[src/rtl/vga_pixel_fetch_if.sv]
// Image-RAM read bus between vga_pixel_fetch (master) and the image RAM (slave).
// Read data is valid one clock after a cycle with mem_rd=1.
interface vga_pixel_fetch_if #(
  parameter int unsigned ADDR_W = 16
);
  logic [ADDR_W-1:0] mem_addr;
  logic              mem_rd;
  logic [7:0]        mem_rdata;

  modport master (output mem_addr, output mem_rd, input mem_rdata);
  modport slave  (input mem_addr, input mem_rd, output mem_rdata);
endinterface

[src/rtl/vga_pixel_fetch.sv]
// vga_pixel_fetch: turns the VGA scan position into image-RAM addresses and
// returns the grey pixel, with sync/blank delayed to stay aligned (2 cycles).
// The image (W x H, replicated SCALE x SCALE) sits at (X_OFFSET, Y_OFFSET).
// Optional feature: define BORDER_EN to draw a 1-pixel 8'hFF ring around it.
module vga_pixel_fetch #(
  parameter int unsigned ADDR_W   = 16,
  parameter int unsigned X_OFFSET = 192,
  parameter int unsigned Y_OFFSET = 112,
  parameter int unsigned SCALE    = 1,
  parameter logic [7:0]  BG_VALUE = 8'h00
) (
  input  logic              clk,
  input  logic              reset,
  input  logic [9:0]        pixel_x,
  input  logic [9:0]        pixel_y,
  input  logic              video_on,
  input  logic              hsync_in,
  input  logic              vsync_in,
  input  logic              frame_start,
  input  logic [15:0]       dimensiones,
  vga_pixel_fetch_if.master mem,
  output logic [7:0]        pixel,
  output logic              pixel_valid,
  output logic              hsync_out,
  output logic              vsync_out,
  output logic              blank_n_out
);

  typedef enum logic [1:0] {
    WAIT_FRAME = 2'd0,
    ACTIVE     = 2'd1,
    DONE       = 2'd2
  } state_t;

  localparam logic [11:0] X0       = 12'(X_OFFSET);
  localparam logic [11:0] Y0       = 12'(Y_OFFSET);
  localparam logic [11:0] SC       = 12'(SCALE);
  localparam logic [1:0]  SCALE_M1 = 2'(SCALE - 1);

  state_t            state, state_nxt;
  logic [7:0]        w_m1;
  logic [8:0]        img_w;
  logic [11:0]       x_last, y_last;
  logic [ADDR_W-1:0] row_base;
  logic [7:0]        col;
  logic [1:0]        hrep, vrep;
  logic [11:0]       x_ext, y_ext;
  logic              in_rect, in_region, row_end, img_end;
  logic              region_d1, region_d2, von_d1, von_d2;
  logic              hs_d1, hs_d2, vs_d1, vs_d2, ring_d2;

  assign x_ext = {2'b00, pixel_x};
  assign y_ext = {2'b00, pixel_y};
  assign img_w = {1'b0, w_m1} + 9'd1;

  // Geometric rectangle on the latched dimensions; fetching also needs ACTIVE
  // and loses to a simultaneous frame_start.
  assign in_rect   = video_on && (x_ext >= X0) && (x_ext <= x_last)
                     && (y_ext >= Y0) && (y_ext <= y_last);
  assign in_region = in_rect && (state == ACTIVE) && !frame_start;
  // A row also ends at the right screen edge when the image is clipped there.
  assign row_end   = (x_ext == x_last) || (pixel_x == 10'd639);
  assign img_end   = row_end && ((y_ext == y_last) || (pixel_y == 10'd479));

  // FSM state register
  always_ff @(posedge clk or negedge reset) begin
    if (!reset) state <= WAIT_FRAME;
    else        state <= state_nxt;
  end

  // FSM next state: frame_start restarts from anywhere; last image pixel ends it
  always_comb begin
    state_nxt = state;
    if (frame_start)               state_nxt = ACTIVE;
    else if (in_region && img_end) state_nxt = DONE;
  end

  // Shadow dimensions and incremental address counters
  always_ff @(posedge clk or negedge reset) begin
    if (!reset) begin
      w_m1     <= '0;
      x_last   <= '0;
      y_last   <= '0;
      row_base <= '0;
      col      <= '0;
      hrep     <= '0;
      vrep     <= '0;
    end else if (frame_start) begin
      w_m1     <= dimensiones[15:8];
      x_last   <= X0 + ({4'd0, dimensiones[15:8]} + 12'd1) * SC - 12'd1;
      y_last   <= Y0 + ({4'd0, dimensiones[7:0]} + 12'd1) * SC - 12'd1;
      row_base <= '0;
      col      <= '0;
      hrep     <= '0;
      vrep     <= '0;
    end else if (in_region) begin
      if (row_end) begin
        col  <= '0;
        hrep <= '0;
        if (vrep == SCALE_M1) begin
          vrep     <= '0;
          row_base <= row_base + ADDR_W'(img_w);
        end else begin
          vrep <= vrep + 2'd1;
        end
      end else if (hrep == SCALE_M1) begin
        hrep <= '0;
        col  <= col + 8'd1;
      end else begin
        hrep <= hrep + 2'd1;
      end
    end
  end

  // Read request (E0) and the two-stage delay of sync/blank/region flags
  always_ff @(posedge clk or negedge reset) begin
    if (!reset) begin
      mem.mem_addr <= '0;
      mem.mem_rd   <= 1'b0;
      region_d1    <= 1'b0;
      region_d2    <= 1'b0;
      von_d1       <= 1'b0;
      von_d2       <= 1'b0;
      hs_d1        <= 1'b1;
      hs_d2        <= 1'b1;
      vs_d1        <= 1'b1;
      vs_d2        <= 1'b1;
    end else begin
      mem.mem_rd <= in_region;
      if (in_region) mem.mem_addr <= row_base + ADDR_W'(col);
      region_d1 <= in_region;
      region_d2 <= region_d1;
      von_d1    <= video_on;
      von_d2    <= von_d1;
      hs_d1     <= hsync_in;
      hs_d2     <= hs_d1;
      vs_d1     <= vsync_in;
      vs_d2     <= vs_d1;
    end
  end

`ifdef BORDER_EN
  logic on_ring, ring_d1;

  assign on_ring = (state != WAIT_FRAME) && video_on && !in_rect
                   && (x_ext + 12'd1 >= X0) && (x_ext <= x_last + 12'd1)
                   && (y_ext + 12'd1 >= Y0) && (y_ext <= y_last + 12'd1);

  // Delay the ring flag to line up with the pixel mux
  always_ff @(posedge clk or negedge reset) begin
    if (!reset) begin
      ring_d1 <= 1'b0;
      ring_d2 <= 1'b0;
    end else begin
      ring_d1 <= on_ring;
      ring_d2 <= ring_d1;
    end
  end
`else
  assign ring_d2 = 1'b0;
`endif

  // Output stage (E2): pixel mux plus aligned sync/blank
  always_ff @(posedge clk or negedge reset) begin
    if (!reset) begin
      pixel       <= '0;
      pixel_valid <= 1'b0;
      hsync_out   <= 1'b1;
      vsync_out   <= 1'b1;
      blank_n_out <= 1'b0;
    end else begin
      hsync_out   <= hs_d2;
      vsync_out   <= vs_d2;
      blank_n_out <= von_d2;
      pixel_valid <= region_d2;
      if (!von_d2)        pixel <= '0;
      else if (region_d2) pixel <= mem.mem_rdata;
      else if (ring_d2)   pixel <= '1;
      else                pixel <= BG_VALUE;
    end
  end

endmodule

[src/flat_wrapper.sv]
// flat-port wrapper written by rule: the top's interface ports become plain ports
module vga_pixel_fetch_flat 
#(
  parameter int unsigned ADDR_W   = 16,
  parameter int unsigned X_OFFSET = 192,
  parameter int unsigned Y_OFFSET = 112,
  parameter int unsigned SCALE    = 1,
  parameter logic [7:0]  BG_VALUE = 8'h00
)
  (clk, reset, pixel_x, pixel_y, video_on, hsync_in, vsync_in, frame_start, dimensiones, pixel, pixel_valid, hsync_out, vsync_out, blank_n_out, mem_mem_addr, mem_mem_rd, mem_mem_rdata);
  vga_pixel_fetch_if #(.ADDR_W(ADDR_W)) mem_i ();
  input  logic clk;
  input  logic reset;
  input  logic [9:0] pixel_x;
  input  logic [9:0] pixel_y;
  input  logic video_on;
  input  logic hsync_in;
  input  logic vsync_in;
  input  logic frame_start;
  input  logic [15:0] dimensiones;
  output logic [7:0] pixel;
  output logic pixel_valid;
  output logic hsync_out;
  output logic vsync_out;
  output logic blank_n_out;
  output wire logic [$bits(mem_i.mem_addr)-1:0] mem_mem_addr;
  output wire logic [$bits(mem_i.mem_rd)-1:0] mem_mem_rd;
  input wire logic [$bits(mem_i.mem_rdata)-1:0] mem_mem_rdata;
  assign mem_mem_addr = mem_i.mem_addr;
  assign mem_mem_rd = mem_i.mem_rd;
  assign mem_i.mem_rdata = mem_mem_rdata;
  vga_pixel_fetch #(.ADDR_W(ADDR_W), .X_OFFSET(X_OFFSET), .Y_OFFSET(Y_OFFSET), .SCALE(SCALE), .BG_VALUE(BG_VALUE)) u_core (.clk(clk), .reset(reset), .pixel_x(pixel_x), .pixel_y(pixel_y), .video_on(video_on), .hsync_in(hsync_in), .vsync_in(vsync_in), .frame_start(frame_start), .dimensiones(dimensiones), .mem(mem_i), .pixel(pixel), .pixel_valid(pixel_valid), .hsync_out(hsync_out), .vsync_out(vsync_out), .blank_n_out(blank_n_out));
endmodule
[config.mk]
export PLATFORM = sky130hd
export DESIGN_NAME = vga_pixel_fetch_flat
export DESIGN_NICKNAME = d
export VERILOG_FILES = /design/src/rtl/vga_pixel_fetch_if.sv /design/src/rtl/vga_pixel_fetch.sv /design/src/flat_wrapper.sv
export SDC_FILE = /design/constraint.sdc
export NUM_CORES = 1
export LEC_CHECK = 0
export ABC_AREA = 1
export BUFFER_PORTS_ARGS = -buffer_cell sky130_fd_sc_hd__buf_2
export CORE_MARGIN = 8
export CORE_UTILIZATION = 59
export DETAILED_ROUTE_END_ITERATION = 10
export PLACE_DENSITY = 0.89
export SKIP_CTS_REPAIR_TIMING = 1
export SLEW_MARGIN = 20
export SYNTH_ARGS = -nofsm -noshare
export SYNTH_HDL_FRONTEND = slang
export SYNTH_SLANG_ARGS = --single-unit
[constraint.sdc]
create_clock -name clk -period 2.6 [get_ports clk]
set_clock_uncertainty 0.1 [all_clocks]
set_input_delay 0.26 -clock clk [delete_from_list [all_inputs] [get_ports clk]]
set_output_delay 0.26 -clock clk [all_outputs]
set_load 0.02 [all_outputs]
==> results.md, run 1 <==
| Metric | This run |
|---|---|
| Result of the run | finished, final reports clean |
| M2 GR Usage | 34.7% |
| Number of CTS-inserted buffers | 9 |
| Number of detailed-route iterations in the first pass | 5 |
| Clock group share of total power | 24.4% |
| Worst slew margin | 65.6% |
| Number of placed I/O pins | 79 |
| First-pass GRT wire length | 23200 um |
| Proportion of total power due to net switching | 36.0% |
| Source-to-sink clock delay at the later pin of the worst-skew pair | 0.36 ns |
| Arrival time worst endpoint | 2.39 ns |
| Compound-gate portion of the synthesized area | 8.01% |
| Static leakage | 3.68 nW |
| Routed vias | 5373 |
| Crit path kind | register to register |
| Routability cong. | 0.940 |
| Most frequently used flop master after synthesis | dfrtp_1 |
| Final instance count without filler cells | 1019 |
| Buffer cell driving the clock tree root | clkbuf_8 |
| Dominant combinational cell family by area after synthesis | simple AND/OR/NAND/NOR gates |
| Post-synthesis instance area | 6010 um2 |
| Total number of nets in the final design | 973 |
| Synth Net Count | 889 |
| Die area | 13700 um2 |
| Overall Global Routing Usage | 21.1% |
| Global-route layer with the greatest usage | met2 |
| Post-Place Cells | 994 |
| Sequential fraction of the synthesis area | 38.8% |
| Worst-case vdd ir drop | 0.000307 V |
| Hpwl dp | 10400 um |
| Required time at the worst-slack endpoint | 2.75 ns |
| Met1 capacity usage during global routing | 27.0% |
| Largest fanout of any net on the critical path | 5 |
| GRT met3 Usage | 4.00% |
| Core area | 10100 um2 |
| Post-layout worst setup margin | 0.366 ns |
| Setup violations, final | 0 |
| Avg WL per Cell | 13.3 um |
| Startpoint kind of the worst setup timing path | register |
| Number of failing hold endpoints at the final stage | 0 |
| Mux contribution to synthesized area | 0% |
| Seq cells post-synth | 93 |
| Worst slack after detailed placement | 0.398 ns |
| Number of antenna violations at the first check in global routing | 0 |
| Placement row count | 37 |
| Max-cap viol count | 0 |
| Number of synthesized flops with an enable pin | 0 |
| Clock slew seen by the registers of the worst setup and hold paths | 0.10 ns |
| Die Wd | 117 um |
| Overall die height | 117 um |
| Number of remaining DRC errors | 0 |
| Internal power | 0.00259 W |
| Proportion of power drawn by combinational gates | 31.8% |
| Total global routing overflow | 0 |
| Layout Area Growth over Synthesis | 13.0% |
| Number of clock sinks | 93 |
| Final number of max-transition violations | 0 |
| Measured slew at the worst slew-check pin | 0.516 ns |
| H-Tree Depth | 3 |
| Fmax achieved | 448 MHz |
| Fraction of registers with async set or reset after synthesis | 100% |
| YS warnings | 0 |
| Final-layout worst hold slack | 0.00545 ns |
| Post-Synthesis Cells | 794 |
| Number of I/O port buffers | 78 |
| Antenna Cells | 0 |
| Classification of the worst-slack hold path | input port to register |
| Number of nets with antenna violations after detailed routing | 0 |
| Final period demand of the worst path | 2.23 ns |
| Setup repair after global routing missed its margin | no |
| Crit Reg-Reg Startpoint | u_core.col[0] |
| Power density of the placed cells | 595 nW/um2 |
| Average via count per standard cell | 5.27 |
| Seq pwr share | 43.8% |
| Simple-gate share of the synthesized area | 30.2% |
| Category of the worst setup path capture point | register |
| Share of layout cells above drive strength 1 | 15.3% |
| Vias in the first global route | 5189 |
| DRC marker count from the first detailed-route iteration | 398 |
| Routed WL | 13600 um |
| Maximum number of pins on one net before global-route repair | 54 |
| Final-layout setup total negative slack | 0 ns |
| Area share of fa/ha/maj cells after synthesis | 9.61% |
| CTS max path bufs | 2 |
| Yosys cell types | 43 |
| Switching power | 0.00145 W |
| Final cycle utilization of the critical path | 85.9% |
| Average size of a mapped cell | 7.57 um2 |
| Xor-xnor portion of the synthesized cell area | 4.37% |
| Initial standard-cell utilization of the core | 59.6% |
| Startpoint of the most critical setup path | u_core.col[0] |
| Hold path startpoint | mem_mem_rdata[3] |
| CTS tree | yes |
-- synthesized netlist by cell type (3+ instances only) --
cell type	n	area share [%]
nand2_2	6	0.62
buf_4	4	0.50
nor2_1	67	4.2
xor2_1	16	2.3
o21ai_0	30	2.5
nand4_1	25	2.6
ha_1	43	8.9
dfrtp_1	87	36
nand3b_1	5	0.62
or2_1	5	0.52
a21oi_1	26	2.2
o21ai_1	13	1.1
nor3_1	7	0.58
buf_6	3	0.56
o21ai_2	6	0.87
nand3_1	49	4.1
xnor2_1	14	2.0
dfstp_2	6	2.6
buf_2	5	0.42
clkbuf_1	5	0.31
inv_2	5	0.31
inv_1	102	6.4
nand2_1	234	15
or2_2	3	0.31
-- placed cells by master, fill, tap and decap left out, types with 3 or more instances in the layout --
master | Yosys | layout
nand2_2 | 6 | 6
ha_1 | 43 | 43
dfstp_2 | 6 | 6
xor2_1 | 16 | 16
o21ai_1 | 13 | 13
or2_2 | 3 | 3
nand2_1 | 234 | 234
nand4_1 | 25 | 25
dlygate4sd3_1 | 0 | 9
dfrtp_1 | 87 | 87
nor3_1 | 7 | 7
nand3_1 | 49 | 49
inv_2 | 5 | 5
clkbuf_8 | 0 | 10
nand3b_1 | 5 | 5
buf_4 | 4 | 6
inv_1 | 102 | 102
o21ai_2 | 6 | 6
buf_2 | 5 | 77
a21oi_1 | 26 | 26
xnor2_1 | 14 | 14
or2_1 | 5 | 5
nor2_1 | 67 | 67
o21ai_0 | 30 | 30
-- through the flow --
| stage | instance area [um2] | power, W | util [%] |
|---|---|---|---|
| after detailed placement | 6500 | 0.00305 | 64.4 |
| after global routing | 6790 | 0.00431 | 67.3 |
| after floorplan | 6010 | 0.00268 | - |
| after global placement | 6500 | 0.00300 | 64.4 |
| final | 6790 | 0.00404 | 67.3 |
| after CTS | 6700 | 0.00405 | 66.4 |
-- sequential cells by signal, summed over array words and instances, names as in the netlist, 2 cells and up --
register and count:
u_core.y_last 10, u_core.pixel 8, u_core.col 8, u_core.w_m1 7, u_core.x_last 10, u_core.vrep 2
u_core.mem.mem_addr 16, u_core.row_base 16, u_core.state 2, u_core.hrep 2
-- cells by family after synthesis --
kind of cell | after synthesis
buffers and inverters | 128
adders and majority gates | 45
AOI/OAI and AO/OA | 86
DFF | 93
and+or+nand+nor | 412
xor gates and xnor gates | 30
-- layout make-up --
cell class,instances,area (um2)
Multi-Input combinational cell,573,3140
Fill cell,884,3300
Clock inverter,5,58.8
Tap cell,136,170
Clock buffer,11,141
Timing Repair Buffer,93,541
Inverter,108,408
Sequential cell,93,2330
-- critical path, stage by stage (launching register included) --
cell and delay, ns:
dfrtp_1 0.44, ha_1 0.19, inv_1 0.06, fa_1 0.43, o21ai_1 0.25, nand2_1 0.08, nand2_1 0.16, nand2_1 0.10
o21ai_0 0.15, nand2_1 0.06, nand2_1 0.06, nand2_1 0.05
-- power by group through the flow --
stage                     sequential [W]  combinational (W)  clock (W)
after global routing             0.00179            0.00146    0.00106
after floorplan                  0.00182           0.000860          0
after CTS                        0.00176            0.00128    0.00101
final                            0.00177            0.00129   0.000986
after detailed placement         0.00179            0.00126          0
after global placement           0.00178            0.00122          0
-- layer usage --
metal / part of all wire, % / vias to the layer above / wire length [um]
met5: 0 / - / 0
li1: - / 2713 / -
met2: 47 / 164 / 6370
met4: 2.5 / 0 / 340
met3: 6.0 / 30 / 811
met1: 45 / 2466 / 6050
-- worst paths after layout --
kind,end,depth (start not counted),slack (ns)
setup / recovery,u_core.mem.mem_addr[14],11,0.37
hold reg to reg,u_core.hs_d2,0,0.26
hold / removal,u_core.pixel[3],3,0.005
min in group asynchronous,u_core.y_last[2],2,0.26
setup reg to reg,u_core.mem.mem_addr[14],11,0.37
max in group asynchronous,u_core.von_d2,3,1.47
Note: power is estimated with default switching activity, not from simulation.
==> inputs of run 2 (changes only) <==
- clock period: 2.6 -> 2.1 ns (I/O delays scaled with it)
==> results.md, run 2 (same netlist as run 1, synthesis figures left out) <==
| Metric | This run | Delta |
|---|---|---|
| Power density of the placed cells | 713 nW/um2 | +20% |
| CTS max path bufs | 2 | unchanged |
| Standard cell area after detailed placement | 6590 um2 | +1.3% |
| Clock slew seen by the registers of the worst setup and hold paths | 0.10 ns | about the same |
| Maximum number of pins on one net before global-route repair | 44 | -19% |
| Max-cap viol count | 0 | unchanged |
| Overall Global Routing Usage | 20.6% | -0.57 points |
| Setup violations, final | 0 | unchanged |
| Placement row count | 37 | unchanged |
| Worst slew margin | 61.9% | -3.7 points |
| Crit path kind | register to register |  |
| Number of CTS-inserted buffers | 9 | unchanged |
| Number of clock sinks | 93 | unchanged |
| Die Wd | 117 um | unchanged |
| Classification of the worst-slack hold path | input port to register |  |
| Final period demand of the worst path | 2.09 ns | -0.144 ns |
| Required time at the worst-slack endpoint | 2.25 ns | -0.50 ns |
| Routed WL | 15100 um | +11% |
| Worst-case vdd ir drop | 0.000427 V | +39% |
| Buffer cell driving the clock tree root | clkbuf_8 |  |
| Number of antenna violations at the first check in global routing | 0 | unchanged |
| Summed area of non-filler cells in the final layout | 7270 um2 | +7.1% |
| Number of fill cells | 748 | -15% |
| Largest registers in the final layout | u_core.mem.mem_addr (16), u_core.row_base (16) |  |
| Final-layout setup total negative slack | 0 ns | unchanged |
| Hpwl dp | 10300 um | -0.83% |
| Reg2Reg Setup Slack | 0.009 ns | -0.36 ns |
| Category of the worst setup path capture point | register |  |
| Source-to-sink clock delay at the later pin of the worst-skew pair | 0.37 ns | about the same |
| Routability cong. | 0.954 | +1.5% |
| Arrival time worst endpoint | 2.24 ns | -0.15 ns |
| CP cell instances | inv_1 -> ha_4 -> nand2_1 -> inv_1 -> nand2_1 -> nand2_1 -> nand2_1 -> nand3_2 -> nand2_2 -> nand3_4 -> inv_4 -> nand2_8 -> clkbuf_16 -> nand2_1 -> o21ai_2 |  |
| First-pass GRT wire length | 22600 um | -2.4% |
| Fmax achieved | 478 MHz | +6.9% |
| Footprint of the flip-flops and latches | 2330 um2 | unchanged |
| DRC marker count from the first detailed-route iteration | 431 | +8.3% |
| Number of detailed-route iterations in the first pass | 5 | unchanged |
| Crit Reg-Reg Startpoint | u_core.x_last[3] |  |
| Total number of nets in the final design | 995 | +2.3% |
| Vias in the first global route | 5027 | -3.1% |
| Static leakage | 3.83 nW | +4.1% |
| Measured slew at the worst slew-check pin | 0.572 ns | +0.0555 ns |
| Number of I/O port buffers | 78 | unchanged |
| Number of remaining DRC errors | 0 | unchanged |
| Most common cell after layout, fill and taps aside | nand2_1 |  |
| WHS Path Cells | 3 | unchanged |
| Initial standard-cell utilization of the core | 59.6% | unchanged |
| Number of nets with antenna violations after detailed routing | 0 | unchanged |
| Core area | 10100 um2 | unchanged |
| Result of the run | finished, final reports clean |  |
| Layout Area Growth over Synthesis | 21.0% |  |
| Worst Hold Endpoint | u_core.w_m1[7] |  |
| Slowest CP cell | dfrtp_1 |  |
| Share of layout cells above drive strength 1 | 21.0% | +5.7 points |
| Startpoint kind of the worst setup timing path | register |  |
| H-Tree Depth | 3 | unchanged |
| Antenna Cells | 0 | unchanged |
| Hold path startpoint | dimensiones[15] |  |
| Final cycle utilization of the critical path | 99.6% | +14 points |
| Total global routing overflow | 0 | unchanged |
| Final number of max-transition violations | 0 | unchanged |
| Average via count per standard cell | 5.41 | +2.7% |
| CP dominant cell by count | nand2_1 |  |
| Worst reg2reg path depth | 15 | +4 |
| Number of placed I/O pins | 79 | unchanged |
| CTS tree | yes |  |
| Endpoint of the worst register-to-register path | u_core.mem.mem_addr[6] |  |
| Overall die height | 117 um | unchanged |
| Largest fanout of any net on the critical path | 7 | +2 |
| Area occupied by multi-input gates | 3400 um2 | +8.3% |
| Avg WL per Cell | 14.5 um | +8.9% |
| Top library cells by usage in the layout, fill and taps aside | nand2_1, inv_1, dfrtp_1 |  |
| Crit-path max cell delay | 0.38 ns | -0.06 ns |
| Routed vias | 5636 | +4.9% |
| Die area | 13700 um2 | unchanged |
| Number of failing hold endpoints at the final stage | 0 | unchanged |
-- run 2: routing by layer --
| metal | wire (um) | share of wire, % | track usage, % | vias to the layer above |
|---|---|---|---|---|
| met5 | 0 | 0 | 0 | - |
| met4 | 357 | 2.4 | 6.57 | 0 |
| met3 | 1090 | 7.2 | 3.49 | 41 |
| met2 | 7290 | 48 | 33.6 | 237 |
| met1 | 6370 | 42 | 27.4 | 2608 |
| li1 | - | - | - | 2750 |
-- run 2: report_power, final --
group	switching (W)	internal, W
clock	0.000704	0.000459
sequential	0.000185	0.00201
combinational	0.00108	0.000748
-- run 2: through the flow --
stage	util (%)	hold WS, ns	total power, W	setup WS (ns)	instances
2_1_floorplan	-	-0.186	0.00332	0.140	794
3_3_place_gp	65.3	0.127	0.00373	0.0663	1004
3_5_place_dp	65.3	0.128	0.00379	-0.0287	1004
4_1_cts	67.2	-0.273	0.00496	-0.0838	1020
5_1_grt	72.1	0.00801	0.00551	-0.0788	1041
6_report	72.1	0.00465	0.00519	0.00943	1041
-- run 2: area by class of cell --
cell class	instances	share of cell area, %
Timing Repair Buffer	114	10.6
Sequential cell	93	32.1
Multi-Input combinational cell	574	46.7
Clock buffer	9	1.70
Clock inverter	7	0.929
Tap cell	136	2.34
Inverter	108	5.64
-- run 2: how the worst max path moves through the flow --
stage	start	to	slack [ns]	cells after the start
5_1_grt	u_core.x_last[1]	u_core.mem.mem_addr[6]	-0.08	15
6_report	u_core.x_last[3]	u_core.mem.mem_addr[6]	0.009	15
2_1_floorplan	u_core.col[0]	u_core.mem.mem_addr[14]	0.14	11
3_3_place_gp	u_core.row_base[0]	u_core.row_base[10]	0.07	14
3_5_place_dp	u_core.row_base[0]	u_core.row_base[10]	-0.03	14
4_1_cts	u_core.row_base[0]	u_core.row_base[10]	-0.08	14
-- run 2: critical path, delay by kind of cell, from the launching register on --
family	cells	cell delay, ns
and+or+nand+nor	9	0.77
buffers and inverters	4	0.46
DFF	1	0.38
adders and majority gates	1	0.22
AOI/OAI and AO/OA	1	0.05
==> inputs of run 3 (changes only) <==
- CORE_ASPECT_RATIO: unset -> 0.8
==> results.md, run 3 (same netlist as run 1, synthesis figures left out) <==
| Metric | This run | Delta |
|---|---|---|
| Endpoint of the worst register-to-register path | u_core.row_base[14] |  |
| Core area | 10100 um2 | -0.17% |
| Most common cell after layout, fill and taps aside | nand2_1 |  |
| Number of clock sinks | 93 | unchanged |
| Number of nets with antenna violations after detailed routing | 0 | unchanged |
| Total global routing overflow | 0 | unchanged |
| Overall Global Routing Usage | 21.2% | +0.59 points |
| Arrival time worst endpoint | 2.26 ns | +0.02 ns |
| Crit Reg-Reg Startpoint | u_core.row_base[0] |  |
| Number of failing hold endpoints at the final stage | 1 | +1 |
| Worst slack after detailed placement | 0.0112 ns | +0.0399 ns |
| CTS max path bufs | 2 | unchanged |
| Maximum number of pins on one net before global-route repair | 44 | unchanged |
| Routed WL | 15100 um | about the same |
| Number of detailed-route iterations in the first pass | 5 | unchanged |
| Setup repair after global routing missed its margin | yes |  |
| Die area | 13700 um2 | +0.14% |
| WHS Path Cells | 3 | unchanged |
| Total number of nets in the final design | 994 | -0.10% |
| Core Util, Final | 72.0% | about the same |
| Placement row count | 33 | -11% |
| Buffer cell driving the clock tree root | clkbuf_16 |  |
| Slowest CP cell | dfrtp_1 |  |
| Routed vias | 5592 | -0.78% |
| Standard cell area after detailed placement | 6620 um2 | +0.38% |
| Final cycle utilization of the critical path | 98.2% | -1.4 points |
| Required time at the worst-slack endpoint | 2.30 ns | +0.05 ns |
| First-pass GRT wire length | 23600 um | +4.2% |
| Post-layout worst setup margin | 0.0379 ns | +0.0285 ns |
| Measured slew at the worst slew-check pin | 0.486 ns | -0.0862 ns |
| Reg2Reg Setup Slack | 0.04 ns | +0.03 ns |
| DRC marker count from the first detailed-route iteration | 541 | +26% |
| Power density of the placed cells | 766 nW/um2 | +7.5% |
| Number of remaining DRC errors | 0 | unchanged |
| Number of fill cells | 746 | -0.27% |
| Number of CTS-inserted buffers | 9 | unchanged |
| Violations in the final reports | hold timing |  |
| Number of I/O port buffers | 78 | unchanged |
| Final period demand of the worst path | 2.06 ns | -0.0285 ns |
| H-Tree Depth | 3 | unchanged |
| Source-to-sink clock delay at the later pin of the worst-skew pair | 0.35 ns | -0.02 ns |
| Largest fanout of any net on the critical path | 3 | -4 |
| Average via count per standard cell | 5.36 | -1.1% |
| Clock slew seen by the registers of the worst setup and hold paths | 0.07 ns | -0.03 ns |
| Overall die height | 106 um | -9.1% |
| Number of antenna violations at the first check in global routing | 0 | unchanged |
| Summed area of non-filler cells in the final layout | 7260 um2 | -0.22% |
| Worst reg2reg path depth | 12 | -3 |
| Hold path startpoint | mem_mem_rdata[1] |  |
| Max-cap viol count | 0 | unchanged |
| Top library cells by usage in the layout, fill and taps aside | nand2_1, inv_1, dfrtp_1 |  |
| Result of the run | finished, violations left |  |
| Worst Hold Endpoint | u_core.pixel[1] |  |
| Classification of the worst-slack hold path | input port to register |  |
| Setup violations, final | 0 | unchanged |
| Number of placed I/O pins | 79 | unchanged |
| Crit path kind | register to register |  |
| Avg WL per Cell | 14.4 um | -0.38% |
| CTS tree | yes |  |
| Worst-case vdd ir drop | 0.000458 V | +7.4% |
| Category of the worst setup path capture point | register |  |
| Crit-path max cell delay | 0.40 ns | +0.02 ns |
| Layout Area Growth over Synthesis | 20.7% |  |
| Vias in the first global route | 5075 | +0.95% |
| Final number of max-transition violations | 0 | unchanged |
| Static leakage | 3.85 nW | +0.43% |
| Die Wd | 129 um | +10% |
| Routability cong. | 0.921 | -3.4% |
| Antenna Cells | 0 | unchanged |
| CP cell instances | inv_1 -> ha_2 -> fa_2 -> inv_1 -> nand3_1 -> nand3_2 -> nand3_2 -> nand2_1 -> nand3_1 -> a21oi_2 -> nand4_1 -> nand2_1 |  |
| Initial standard-cell utilization of the core | 59.7% | +0.10 points |
| Largest registers in the final layout | u_core.mem.mem_addr (16), u_core.row_base (16) |  |
| Startpoint kind of the worst setup timing path | register |  |
| Final-layout worst hold slack | -0.0208 ns | -0.0254 ns |
| Share of layout cells above drive strength 1 | 20.0% | -0.97 points |
| Final instance count without filler cells | 1044 | +0.29% |
| Worst slew margin | 67.6% | +5.7 points |
| Post-Place Cells | 1009 | +0.50% |
| Fmax achieved | 485 MHz | +1.4% |
| Hpwl dp | 10600 um | +2.9% |
[run 3: power breakdown]
| part | total, W | switching, W | internal [W] |
|---|---|---|---|
| Clock | 0.00160 | 0.000768 | 0.000833 |
| Sequential | 0.00220 | 0.000191 | 0.00201 |
| Combinational | 0.00176 | 0.00106 | 0.000698 |
| Total | 0.00556 | 0.00202 | 0.00354 |
[run 3: how the worst max path moves through the flow]
stage                            start                 endpoint  slack, ns  cells past startpoint
floorplan                u_core.col[0]  u_core.mem.mem_addr[14]       0.14                     11
global placement    u_core.row_base[0]      u_core.row_base[10]       0.08                     14
detailed placement  u_core.row_base[0]      u_core.row_base[10]       0.01                     14
CTS                 u_core.row_base[0]      u_core.row_base[10]      -0.02                     14
global route        u_core.row_base[0]      u_core.row_base[10]      -0.11                     14
finish              u_core.row_base[0]      u_core.row_base[14]       0.04                     12
[run 3: final cells by class]
type,instances,area (um2),area share (%)
Tap cell,140,175,2.41
Timing Repair Buffer,113,752,10.4
Multi-Input combinational cell,574,3290,45.3
Sequential cell,93,2330,32.2
Clock inverter,7,71.3,0.983
Clock buffer,9,225,3.10
Inverter,108,410,5.65
[run 3: critical path: cells and delay by family, from the launching register on]
kind / cells / cell delay, ns
DFF: 1 / 0.40
buffers and inverters: 2 / 0.15
AOI/OAI and AO/OA: 1 / 0.13
adders and majority gates: 2 / 0.57
and+or+nand+nor: 7 / 0.66
[run 3: through the flow]
step | setup TNS [ns] | power, W
2_1_floorplan | 0 | 0.00332
3_3_place_gp | 0 | 0.00375
3_5_place_dp | 0 | 0.00382
4_1_cts | -0.0449 | 0.00543
5_1_grt | -0.730 | 0.00587
6_report | 0 | 0.00556
[run 3: layer usage]
layer  GRT usage, %  part of all wire, %
met4           6.61                  1.3
met3           3.70                  8.3
met1           29.3                   43
met2           33.2                   47
met5              0                    0
